`config.mk`:
```
export PLATFORM = sky130hd
export DESIGN_NAME = board_io_bridge
export DESIGN_NICKNAME = d
export VERILOG_FILES = /design/src/rtl/board_io_bridge.sv
export SDC_FILE = /design/constraint.sdc
export NUM_CORES = 1
export LEC_CHECK = 0
export CAP_MARGIN = 5
export CORE_MARGIN = 5
export CORE_UTILIZATION = 52
export CTS_BUF_LIST = sky130_fd_sc_hd__clkbuf_16
export DETAILED_ROUTE_END_ITERATION = 6
export PLACE_DENSITY_LB_ADDON = 0.2
export SETUP_SLACK_MARGIN = 0.1
export SYNTH_ARGS = -nofsm -noshare
export SYNTH_HDL_FRONTEND = slang
export SYNTH_SLANG_ARGS = --single-unit
```
`constraint.sdc`:
```
create_clock -name clk50mhz -period 2.6 [get_ports clk50mhz]
set_input_delay 0.65 -clock clk50mhz [delete_from_list [all_inputs] [get_ports clk50mhz]]
set_output_delay 0.65 -clock clk50mhz [all_outputs]
set_load 0.1 [all_outputs]
```
`src/rtl/board_io_bridge.sv`:
```
// Board-side I/O bridge: key conditioning, core reset stretch, registered video, board LEDs.
// Optional macro BOARD_IO_FRAME_LED_EN drives the LEDs from a vsync frame counter instead of the keys.
module board_io_bridge #(
  parameter int KEY_N       = 4,
  parameter int KEY_ACT_LOW = 1,
  parameter int DB_CYCLES   = 500000,
  parameter int RST_HOLD    = 16,
  parameter int RGB_IN_W    = 1,
  parameter int RGB_OUT_W   = 1,
  parameter int LED_N       = 8,
  parameter int FRAME_W     = 24
) (
  input  logic                   clk50mhz,
  input  logic                   rst_key,
  input  logic [KEY_N-1:0]       key_raw,
  output logic                   core_reset,
  output logic [KEY_N-1:0]       keys,
  output logic [KEY_N-1:0]       key_press,
  input  logic                   core_hsync,
  input  logic                   core_vsync,
  input  logic [3*RGB_IN_W-1:0]  core_rgb,
  output logic                   hsync,
  output logic                   vsync,
  output logic [3*RGB_OUT_W-1:0] rgb,
  output logic [LED_N-1:0]       led
);

  localparam int CNT_W  = (DB_CYCLES > 2) ? $clog2(DB_CYCLES) : 1;
  localparam int HOLD_W = $clog2(RST_HOLD + 1);
  localparam logic [CNT_W-1:0]  DB_LAST   = CNT_W'(DB_CYCLES - 1);
  localparam logic [HOLD_W-1:0] HOLD_MAX  = HOLD_W'(RST_HOLD);
  localparam logic [HOLD_W-1:0] HOLD_LAST = HOLD_W'(RST_HOLD - 1);

  if (DB_CYCLES < 2 || RST_HOLD < 1 || RGB_OUT_W < RGB_IN_W || FRAME_W < LED_N) begin : g_param_check
    $error("board_io_bridge: illegal parameter combination");
  end

  // Reset stretch: core_reset drops on the edge where the hold count reaches RST_HOLD.
  logic [HOLD_W-1:0] hold_cnt;

  always_ff @(posedge clk50mhz) begin
    // NOTE: all state uses non-blocking assignments so every register samples pre-edge values.
    if (!rst_key) begin
      hold_cnt   <= '0;
      core_reset <= 1'b1;
    end else if (hold_cnt != HOLD_MAX) begin
      hold_cnt   <= hold_cnt + 1'b1;
      core_reset <= (hold_cnt != HOLD_LAST);
    end else begin
      core_reset <= 1'b0;
    end
  end

  // Key path: normalise to pressed=1, 2-FF sync, then per-channel debounce.
  logic [KEY_N-1:0] key_norm;
  logic [KEY_N-1:0] sync1;
  logic [KEY_N-1:0] sync2;
  logic [CNT_W-1:0] db_cnt [KEY_N];

  assign key_norm = (KEY_ACT_LOW != 0) ? ~key_raw : key_raw;

  always_ff @(posedge clk50mhz) begin
    if (!rst_key) begin
      sync1     <= '0;
      sync2     <= '0;
      keys      <= '0;
      key_press <= '0;
      // NOTE: the counter array is small and must restart from zero, so it is reset explicitly.
      for (int i = 0; i < KEY_N; i++) db_cnt[i] <= '0;
    end else begin
      sync1     <= key_norm;
      sync2     <= sync1;
      key_press <= '0;
      for (int i = 0; i < KEY_N; i++) begin
        if (sync2[i] == keys[i]) begin
          db_cnt[i] <= '0;
        end else if (db_cnt[i] == DB_LAST) begin
          db_cnt[i]    <= '0;
          keys[i]      <= ~keys[i];
          key_press[i] <= ~keys[i];
        end else begin
          db_cnt[i] <= db_cnt[i] + 1'b1;
        end
      end
    end
  end

  // Widen each colour by MSB-first replication of the input bits.
  logic [3*RGB_OUT_W-1:0] rgb_wide;

  always_comb begin
    // NOTE: default first so no path through this block can infer a latch.
    rgb_wide = '0;
    for (int c = 0; c < 3; c++) begin
      for (int j = 0; j < RGB_OUT_W; j++) begin
        rgb_wide[c*RGB_OUT_W + RGB_OUT_W-1-j] = core_rgb[c*RGB_IN_W + RGB_IN_W-1 - (j % RGB_IN_W)];
      end
    end
  end

  always_ff @(posedge clk50mhz) begin
    if (!rst_key) begin
      hsync <= 1'b1;
      vsync <= 1'b1;
      rgb   <= '0;
    end else begin
      hsync <= core_hsync;
      vsync <= core_vsync;
      rgb   <= rgb_wide;
    end
  end

`ifdef BOARD_IO_FRAME_LED_EN
  logic               vsync_prev;
  logic [FRAME_W-1:0] frame_cnt;

  always_ff @(posedge clk50mhz) begin
    if (!rst_key) begin
      vsync_prev <= 1'b1;
      frame_cnt  <= '0;
    end else begin
      vsync_prev <= vsync;
      if (core_reset)
        frame_cnt <= '0;
      else if (vsync_prev && !vsync)
        frame_cnt <= frame_cnt + 1'b1;
    end
  end

  assign led = frame_cnt[FRAME_W-1 -: LED_N];
`else
  logic [LED_N+KEY_N-1:0] keys_ext;

  assign keys_ext = {{LED_N{1'b0}}, keys};
  assign led      = keys_ext[LED_N-1:0];
`endif

endmodule

```
**Yosys cells after proc, flatten, opt, wreduce, memory -nomap -nowiden**

Memory sizes are Yosys's and may differ from the RTL's.
Index checks and enable logic that the tools add are counted.

- Register bits after elaboration: 27
- Bits in writable memories: 76
- Bits of input ports: 11
- Output and inout bits: 22
- Word-level logic and storage cells: 123
- Memories: 1

Memories:

| memory | depth | width | read ports | clocked after memory_dff | write ports | line | text |
|---|---|---|---|---|---|---|---|
| db_cnt | 4 | 19 | 4 | 0 | 4 | 58 | `logic [CNT_W-1:0] db_cnt [KEY_N];` |

- Add/sub/neg operators: 5
- Equal/unequal tests: 10
- Mux-type cells: 58
- Bitwise gates (word level): 26
- Reduce and logical (&&, ||, !) cells: 8

Operator list:

| operator | count |
|---|---|
| $mux 19 | 12 |
| $add 19x1->19 const B | 4 |
| $eq 19x19->1 const B | 4 |
| $mux 1 | 46 |
| $not 1->1 | 13 |
| $or 1x1->1 | 12 |
| $reduce_or 3->1 | 4 |
| $reduce_and 2->1 | 4 |
| $add 5x1->5 const B | 1 |
| $ne 5x4->1 const B | 1 |
| $ne 5x5->1 const B | 1 |
| $eq 1x1->1 | 4 |
| $not 4->4 | 1 |

**Longest topological paths before layout**

Gate-level depths: netlist of the first run.
An unclocked memory read counts as a cell.

- Depth in word-level cells: 8
- Depth in mapped cells: 6
- Gate-level depth less buffers: 5

**Worst setup path after synthesis of the first run**

Ideal clock, no wire load.

- Path type: register to register
- Start point: memory db_cnt[1][10] in the netlist's numbering
- End point: memory db_cnt[1][9] in the netlist's numbering, data pin
- Library setup time: 0.254 ns
- Arrival: 2.087 ns
- Required time: 2.346 ns
- Path slack: 0.259 ns
- Cell stages (with the launch flop): 6
- Buffers on the path: 1
- Period minus slack after synthesis: 2.341 ns
- Path through: edfxtp_1 -> or4b_1 -> or4_4 -> o41ai_4 -> buf_6 -> nor2_1

RTL lines:

| item | line |
|---|---|
| from (decl) | 58 |

==> results.toml, run 1 <==
[clock_network]
cts_hold_buf = 0
htreeDepth = 3
clockBufferDepth = 2
cts_tree = "done"
root_buffer = "clkbuf_16"
postCtsResizedCells = 0
clk_latency_ps = 340
cts_num_sinks = 103
numCtsBuffers = 9
clk_pin_slew_ps = 70
cts_setup_buffers = 0

[drt]
routed_wl_mm = 9.30
ant_nets = 0
avgViaCountPerCell = 4.99
detail_route.wl_per_cell_um = 12.5
vias = 3726
drc = 0
dr.first_iter.drc_count = 163
dr.pass1.iters = 4

[sta]
hold_viol = 0
rsz0062_at_grt = "no"
setup_viol = 0
fin_crit_sh_pct = 89.5
fmax_mhz = 430
max_slew.worst_pin.slew_ps = 707
holdWs_ps = 432
relSlewSlack_pct = 52.2
setup_tns_ps = 0
fin_skew_ps = 6.88
period_needed_ps = 2330
maxSlewViolCount = 0

[worst_setup_path]
arrival_ps = 2420
rr_worst_depth = 5
worstPathCellList = "or4b_1, or4_4, o41ai_4, buf_4, nor2_1"
endpoint_kind = "flip-flop"
cp_top_family = "simple AND/OR/NAND/NOR gates"
critPathSlowestCell = "or4b_1"
setup.worst_path.class = "reg -> reg"
reg2reg_from = "db_cnt[1][10]"
r2r_end = "db_cnt[1][12]"
path_buf_inv = 1
crit_required_ps = 2700
critPathMaxStageDelay_ps = 540
crit_fanout = 19
rrSetupSlack_ps = 270
cp-start-kind = "flip-flop"

[global_routing]
grt_max_degree = 20
grt_pass1_vias = 3677
grt_usage_pct = 16.9
grt_pass1_wl_mm = 16.1
overflow = 0
antenna_found_initial = 0

[final_layout]
nets = 625
syn2layout_area_growth_pct = 19.2
multi_input_area_um2 = 2450
design_area_um2 = 6160
diodes = 0
drive_gt1_share_pct = 8.16
regArea_um2 = 2820
fillers = 806

[floorplan]
fp.dieArea_um2 = 12000
die_width_um = 110
io_pins = 33
coreArea_um2 = 9730
rows = 36
initial_core_util_pct = 53.1
die_h_um = 110

[placed_design]
gp_routability_congestion = 0.819
port_buffers = 28
place_area_um2 = 5850
dp_hpwl_mm = 6.77

[hold_path]
worstHoldEndpoint = "sync2[0]"
worstHoldStart = "sync1[0]"
min_path_cells = 1
hold_path_class = "reg -> reg"

[synth]
syn_area_um2 = 5160
synth_top_area_cell = "edfxtp_1"
synth_cell_types = 42
postSynth.asyncResetShare_pct = 0
synth.most_common_cell = "nor2_1"
synth_top_area_share_pct = 44.2
synth_ff_type = "edfxtp_1"
synth.avg_cell_area_um2 = 10.4
yosys_register_bits = 103
netlist_top_cells_count = "86 x nor2_1, 76 x edfxtp_1, 48 x xnor2_1, 30 x nand2_1"
syn_inst = 496
ys_seq_area_share_pct = 54.7
yosys-top-cells-area = "edfxtp_1 44%, dfxtp_1 10%, xnor2_1 8.1%"
ys.warnings.count = 0
synth-edff-count = 76

[power]
power_mw = 3.50
ir_drop_mv = 0.349
cellLeakagePower_nw = 2.16
power_density_nw_per_um2 = 568

[run_status]
status = "completed"

[flow_run]
max_cap_violations = 0
-- layer usage --
layer / global-route usage (%) / share of wire (%)
met5: 0 / 0
met1: 22.5 / 48
met2: 27.3 / 46
met3: 2.94 / 3.8
met4: 7.30 / 1.7
-- worst max path at each step --
stage                         end  slack, ps     startpoint  cells after the start
global route        db_cnt[1][12]        170   db_cnt[1][5]                      5
global placement     db_cnt[1][3]        330  db_cnt[1][10]                      5
CTS                 db_cnt[1][12]        250  db_cnt[1][10]                      5
detailed placement   db_cnt[1][5]        290  db_cnt[1][10]                      5
floorplan            db_cnt[1][9]        260  db_cnt[1][10]                      5
finish              db_cnt[1][12]        270  db_cnt[1][10]                      5
-- cell usage in the layout, fill, tap and decap left out, drive strengths merged, types with 7 or more instances in the layout --
| cell type | n |
|---|---|
| edfxtp | 76 |
| conb | 80 |
| nand2 | 30 |
| nor3 | 16 |
| nor4 | 18 |
| nand3 | 28 |
| a21oi | 13 |
| and3 | 7 |
| xnor2 | 48 |
| and2 | 8 |
| buf | 30 |
| or3 | 7 |
| xor2 | 15 |
| clkbuf | 10 |
| or4 | 9 |
| clkdlybuf4s50 | 10 |
| inv | 21 |
| dfxtp | 27 |
| nor2 | 86 |
| o21ai | 10 |
| nand4 | 17 |
-- metrics by stage --
| step | utilization [%] | instances | setup WS (ps) |
|---|---|---|---|
| 4_1_cts | 63.3 | 746 | 250 |
| 3_3_place_gp | 60.1 | 730 | 335 |
| 2_1_floorplan | - | 574 | 259 |
| 3_5_place_dp | 60.1 | 730 | 291 |
| 5_1_grt | 63.3 | 746 | 173 |
| 6_report | 63.3 | 746 | 272 |
-- flip-flops by register name (all words and copies together) (netlist names) --
register,count
hsync,1
vsync,1
core_reset,1
key_press,4
rgb,3
sync2,4
hold_cnt,5
sync1,4
db_cnt,76
keys,4
-- cells by family after synthesis --
family / share of synthesized area, %
and+or+nand+nor: 24.9
AOI/OAI and AO/OA: 3.51
buffers and inverters: 3.49
muxes: 1.16
xor gates and xnor gates: 10.7
adders and majority gates: 1.45
other: 0.145
DFF: 54.7
-- area by class of cell --
type	instances	area share, %
clock inverter	6	0.955
tap	133	2.70
multi-input combinational	433	39.9
clock buffer	10	4.06
inverter	21	1.28
sequential	103	45.8
timing repair buffer	40	5.28
-- power by group --
part,total (mW),switching (mW),internal [mW],leakage (nW)
Clock,1.38,0.587,0.798,0.151
Combinational,0.220,0.140,0.0797,1.00
Sequential,1.89,0.0674,1.83,1.01
Note: power is estimated with default switching activity, not from simulation.
==> inputs of run 2 (changes only) <==
--- a/config.mk
+++ b/config.mk
@@ -7,7 +7,7 @@
 export LEC_CHECK = 0
 export CAP_MARGIN = 5
 export CORE_MARGIN = 5
-export CORE_UTILIZATION = 52
+export CORE_UTILIZATION = 55
 export CTS_BUF_LIST = sky130_fd_sc_hd__clkbuf_16
 export DETAILED_ROUTE_END_ITERATION = 6
 export PLACE_DENSITY_LB_ADDON = 0.2
==> constraint.sdc (replaced) <==
create_clock -name clk50mhz -period 2.25 [get_ports clk50mhz]
set_input_delay 0.5625 -clock clk50mhz [delete_from_list [all_inputs] [get_ports clk50mhz]]
set_output_delay 0.5625 -clock clk50mhz [all_outputs]
set_load 0.1 [all_outputs]
==> run 2 against run 1 <==
Power rose by 16%. Worst hold slack improved by 17 ps. Via count rose by 3.5%. Global-route usage rose by 1.1 points. Setup slack got worse by 200 ps. Non-clock buffer count rose by 13. Die area fell by 5.0%. Critical endpoint is now db_cnt[1][7].
==> results.toml, run 2 (synthesis gave the netlist of run 1 again) <==
[drt]
wl_met2_mm = 4.91
routed_wl_mm = 9.77
detail_route.wl_per_cell_um = 13.3
dr.first_iter.drc_count = 92
wl_met1_mm = 4.43
wl_met3_um = 306
top_layer_used = "met4"
avgViaCountPerCell = 5.23
vias = 3855
dr.pass1.iters = 4
drc = 0
ant_nets = 0

[global_routing]
grt_pass1_vias = 3824
grt_usage_pct = 18.0
overflow = 0
antenna_found_initial = 0
grt_pass1_wl_mm = 16.8
grt_max_degree = 19

[clock_network]
htreeDepth = 3
clk_latency_ps = 340
clockBufferDepth = 2
root_buffer = "clkbuf_16"
numCtsBuffers = 9
cts_tree = "done"
cts_num_sinks = 103
clk_pin_slew_ps = 70

[placed_design]
place_area_um2 = 5900
gp_routability_congestion = 0.833
port_buffers = 28
dp_hpwl_mm = 7.02

[run_status]
status = "completed"

[worst_setup_path]
crit_fanout = 11
endpoint_kind = "flip-flop"
rr_worst_depth = 5
reg2reg_from = "db_cnt[1][7]"
arrival_ps = 2270
cp-start-kind = "flip-flop"
r2r_end = "db_cnt[1][7]"
setup.worst_path.class = "reg -> reg"
rrSetupSlack_ps = 70
crit_required_ps = 2340

[final_layout]
fillers = 715
largestRegisters = "db_cnt x76, hold_cnt x5"
fin_util_pct = 68.2
largest_reg_flops = 76
top_register = "db_cnt"
diodes = 0
design_area_um2 = 6270
syn2layout_area_growth_pct = 21.4
final_cell_mix = "80 x nor2_1, 80 x conb_1, 76 x edfxtp_1"
nets = 638
drive_gt1_share_pct = 12.0

[floorplan]
rows = 35
die_width_um = 107
die_h_um = 107
coreArea_um2 = 9200
initial_core_util_pct = 56.2
io_pins = 33
fp.dieArea_um2 = 11400

[sta]
rsz0062_at_grt = "yes"
max_slew.worst_pin.slew_ps = 763
relSlewSlack_pct = 48.4
hold_viol = 0
setup_viol = 0
fin_skew_ps = 9.33
period_needed_ps = 2180
holdWs_ps = 449
fin_crit_sh_pct = 96.7
maxSlewViolCount = 0
fmax_mhz = 460

[power]
cellLeakagePower_nw = 2.23
power_mw = 4.06
ir_drop_mv = 0.430
power_density_nw_per_um2 = 647

[hold_path]
min_path_cells = 1
hold_path_class = "reg -> reg"
worstHoldStart = "sync1[1]"
worstHoldEndpoint = "sync2[1]"

[flow_run]
max_cap_violations = 0
[run 2: cell types whose count changed in the layout (fill, tap and decap cells not counted), sizes merged]
cell / previous run / this run
buf: 30 / 43
clkbuf: 10 / 9
clkinv: 3 / 4
clkinvlp: 2 / 1
inv: 21 / 22
[run 2: worst max path at each step]
| stage | start | end | slack, ps | depth (start not counted) |
|---|---|---|---|---|
| 2_1_floorplan | db_cnt[1][10] | db_cnt[1][0] | -80 | 5 |
| 3_3_place_gp | db_cnt[1][7] | db_cnt[1][5] | 80 | 5 |
| 3_5_place_dp | db_cnt[1][7] | db_cnt[1][4] | 40 | 5 |
| 4_1_cts | db_cnt[1][7] | db_cnt[1][18] | 100 | 5 |
| 5_1_grt | db_cnt[1][7] | db_cnt[1][7] | 20 | 5 |
| 6_report | db_cnt[1][7] | db_cnt[1][7] | 70 | 5 |
[run 2: where the power goes]
part | switching [mW] | total (mW) | internal (mW) | leakage [nW]
sequential | 0.0766 | 2.19 | 2.11 | 1.01
clock | 0.720 | 1.60 | 0.877 | 0.148
combinational | 0.172 | 0.273 | 0.102 | 1.08
[run 2: stage by stage]
stage               std cells  TNS, ps  setup slack (ps)
floorplan                 574     -804             -81.9
global placement          718        0              84.8
detailed placement        718        0              42.5
CTS                       735        0               104
global route              737        0              15.6
finish                    737        0              74.3
[run 2: per-layer routing]
layer | vias up | GRT usage (%)
met3 | 10 | 3.37
met4 | 0 | 5.11
met2 | 71 | 31.3
met1 | 1834 | 22.8
met5 | - | 0
li1 | 1940 | -
[run 2: worst max-delay path, stage by stage, from the launching register on]
cell	delay, ps
edfxtp_1	390
or4b_1	550
or4_4	450
o41ai_4	290
buf_6	190
nor2_1	60
[run 2: repair_timing]
item	in CTS	in global routing
pin swaps	1	0
setup buffers	1	2
setup endpoints to repair	19	40
gates resized for setup	2	10
hold buffers	0	0
[run 2: layout make-up]
cell class | instances | area (µm²) | area share, %
inverters | 21 | 78.8 | 1.26
flip-flops and latches | 103 | 2820 | 45.0
well taps | 111 | 139 | 2.21
clock buffers | 9 | 225 | 3.59
clock inverters | 7 | 80.1 | 1.28
repair buffers | 53 | 430 | 6.86
multi-input cells | 433 | 2490 | 39.8
==> inputs of run 3 (changes only) <==
--- a/config.mk
+++ b/config.mk
@@ -10,6 +10,7 @@
 export CORE_UTILIZATION = 55
 export CTS_BUF_LIST = sky130_fd_sc_hd__clkbuf_16
 export DETAILED_ROUTE_END_ITERATION = 6
+export MAX_ROUTING_LAYER = met4
 export PLACE_DENSITY_LB_ADDON = 0.2
 export SETUP_SLACK_MARGIN = 0.1
 export SYNTH_ARGS = -nofsm -noshare
==> run 3 against run 2 <==
Final area unchanged. Via count is essentially flat. Combinational power about the same. Clock skew about the same. Die area stayed put. Fmax unchanged.
==> results.toml, run 3 (synthesis gave the netlist of run 1 again) <==
[final_layout]
syn2layout_area_growth_pct = 21.4
nets = 638
fillers = 715
final_cell_mix = "80 x nor2_1, 80 x conb_1, 76 x edfxtp_1"
largestRegisters = "db_cnt x76, hold_cnt x5"
drive_gt1_share_pct = 12.0
diodes = 0
largest_reg_flops = 76
top_register = "db_cnt"

[floorplan]
rows = 35
coreArea_um2 = 9200
io_pins = 33
initial_core_util_pct = 56.2
die_h_um = 107
die_width_um = 107
fp.dieArea_um2 = 11400

[placed_design]
gp_routability_congestion = 0.846
port_buffers = 28
dp_hpwl_mm = 7.02
place_ws_ps = 42.5

[worst_setup_path]
cp-start-kind = "flip-flop"
arrival_ps = 2270
crit_fanout = 11
crit_required_ps = 2340
cp_top_family = "simple AND/OR/NAND/NOR gates"
setup.worst_path.class = "reg -> reg"
worstPathCellList = "or4b_1, or4_4, o41ai_4, buf_6, nor2_1"
endpoint_kind = "flip-flop"
critPathMaxStageDelay_ps = 550
path_buf_inv = 1
critPathSlowestCell = "or4b_1"

[drt]
dr.first_iter.drc_count = 91
drc = 0
dr.pass1.iters = 4
detail_route.wl_per_cell_um = 13.3
ant_nets = 0
vias = 3852
routed_wl_mm = 9.79
avgViaCountPerCell = 5.23

[power]
seqPwrFrac_pct = 53.9
p_comb_share_pct = 6.7
cellLeakagePower_nw = 2.23
clockPowerShare_pct = 39.4
ir_drop_mv = 0.430
power_mw = 4.06
p_sw_share_pct = 23.9
power_density_nw_per_um2 = 647
p_switching_mw = 0.969
p_int_mw = 3.09

[clock_network]
root_buffer = "clkbuf_16"
clockBufferDepth = 2
htreeDepth = 3
cts_tree = "done"
cts_num_sinks = 103
clk_latency_ps = 340
clk_pin_slew_ps = 70
numCtsBuffers = 9

[sta]
relSlewSlack_pct = 48.4
rsz0062_at_grt = "yes"
max_slew.worst_pin.slew_ps = 763
period_needed_ps = 2180
setup_viol = 0
fmax_mhz = 460
fin_skew_ps = 9.30
fin_crit_sh_pct = 96.7
maxSlewViolCount = 0
worst_slack_ps = 74.3
hold_viol = 0

[hold_path]
hold_path_class = "reg -> reg"

[global_routing]
grt_pass1_wl_mm = 16.8
use_met3_pct = 3.37
busiest_layer = "met2"
gr-usage-met1_pct = 22.9
met2_usage_pct = 31.3
grt_pass1_vias = 3817
grt_max_degree = 19
grt_usage_pct = 18.5
antenna_found_initial = 0
overflow = 0

[run_status]
status = "completed"

[flow_run]
max_cap_violations = 0
run 3: worst paths after layout:
kind                            cells after the start  slack (ps)            to          from
worst min register to register                      1         450      sync2[1]      sync1[1]
worst max register to register                      5          70  db_cnt[1][7]  db_cnt[1][7]
worst max-delay path                                5          70  db_cnt[1][7]  db_cnt[1][7]
worst min-delay path                                1         450      sync2[1]      sync1[1]
run 3: power by group through the flow:
stage	clock network [mW]	registers, mW	logic, mW
6_report	1.60	2.19	0.273
5_1_grt	1.71	2.20	0.302
4_1_cts	1.62	2.19	0.265
3_5_place_dp	0	2.23	0.261
3_3_place_gp	0	2.22	0.255
2_1_floorplan	0	2.24	0.167
run 3: area by class of cell:
type                            instances  area, µm²  share of cell area [%]
Clock buffer                            9        225                    3.59
Multi-Input combinational cell        433       2490                    39.8
Clock inverter                          7       80.1                    1.28
Tap cell                              111        139                    2.21
Sequential cell                       103       2820                    45.0
Inverter                               21       78.8                    1.26
Timing Repair Buffer                   53        430                    6.86
run 3: worst reg2reg max path, delay by kind of cell (launching register included):
family                 cells  cell delay (ps)
AND/OR/NAND/NOR            3             1060
flip-flops                 1              390
AO/OA/AOI/OAI              1              290
buffers and inverters      1              190
run 3: repair_timing:
item / in CTS / in global routing
pin swaps: 1 / 0
hold buffers: 0 / 0
resized for setup: 2 / 10
hold endpoints to repair: 0 / 0
buffers inserted: 1 / 2
setup endpoints to repair: 19 / 40
run 3: through the flow:
| stage | instance area, µm² | std cells | util [%] | hold WS (ps) | TNS [ps] |
|---|---|---|---|---|---|
| 3_5_place_dp | 5900 | 718 | 64.2 | 427 | 0 |
| 3_3_place_gp | 5900 | 718 | 64.2 | 417 | 0 |
| 4_1_cts | 6220 | 735 | 67.6 | 453 | 0 |
| 2_1_floorplan | 5460 | 574 | - | 412 | -804 |
| 5_1_grt | 6270 | 737 | 68.2 | 469 | 0 |
| 6_report | 6270 | 737 | 68.2 | 449 | 0 |
run 3: layer usage:
| metal | vias up | share of wire [%] |
|---|---|---|
| met1 | 1841 | 46 |
| met2 | 61 | 50 |
| met4 | 0 | 1.2 |
| li1 | 1940 | - |
| met3 | 10 | 3.0 |
| met5 | - | 0 |
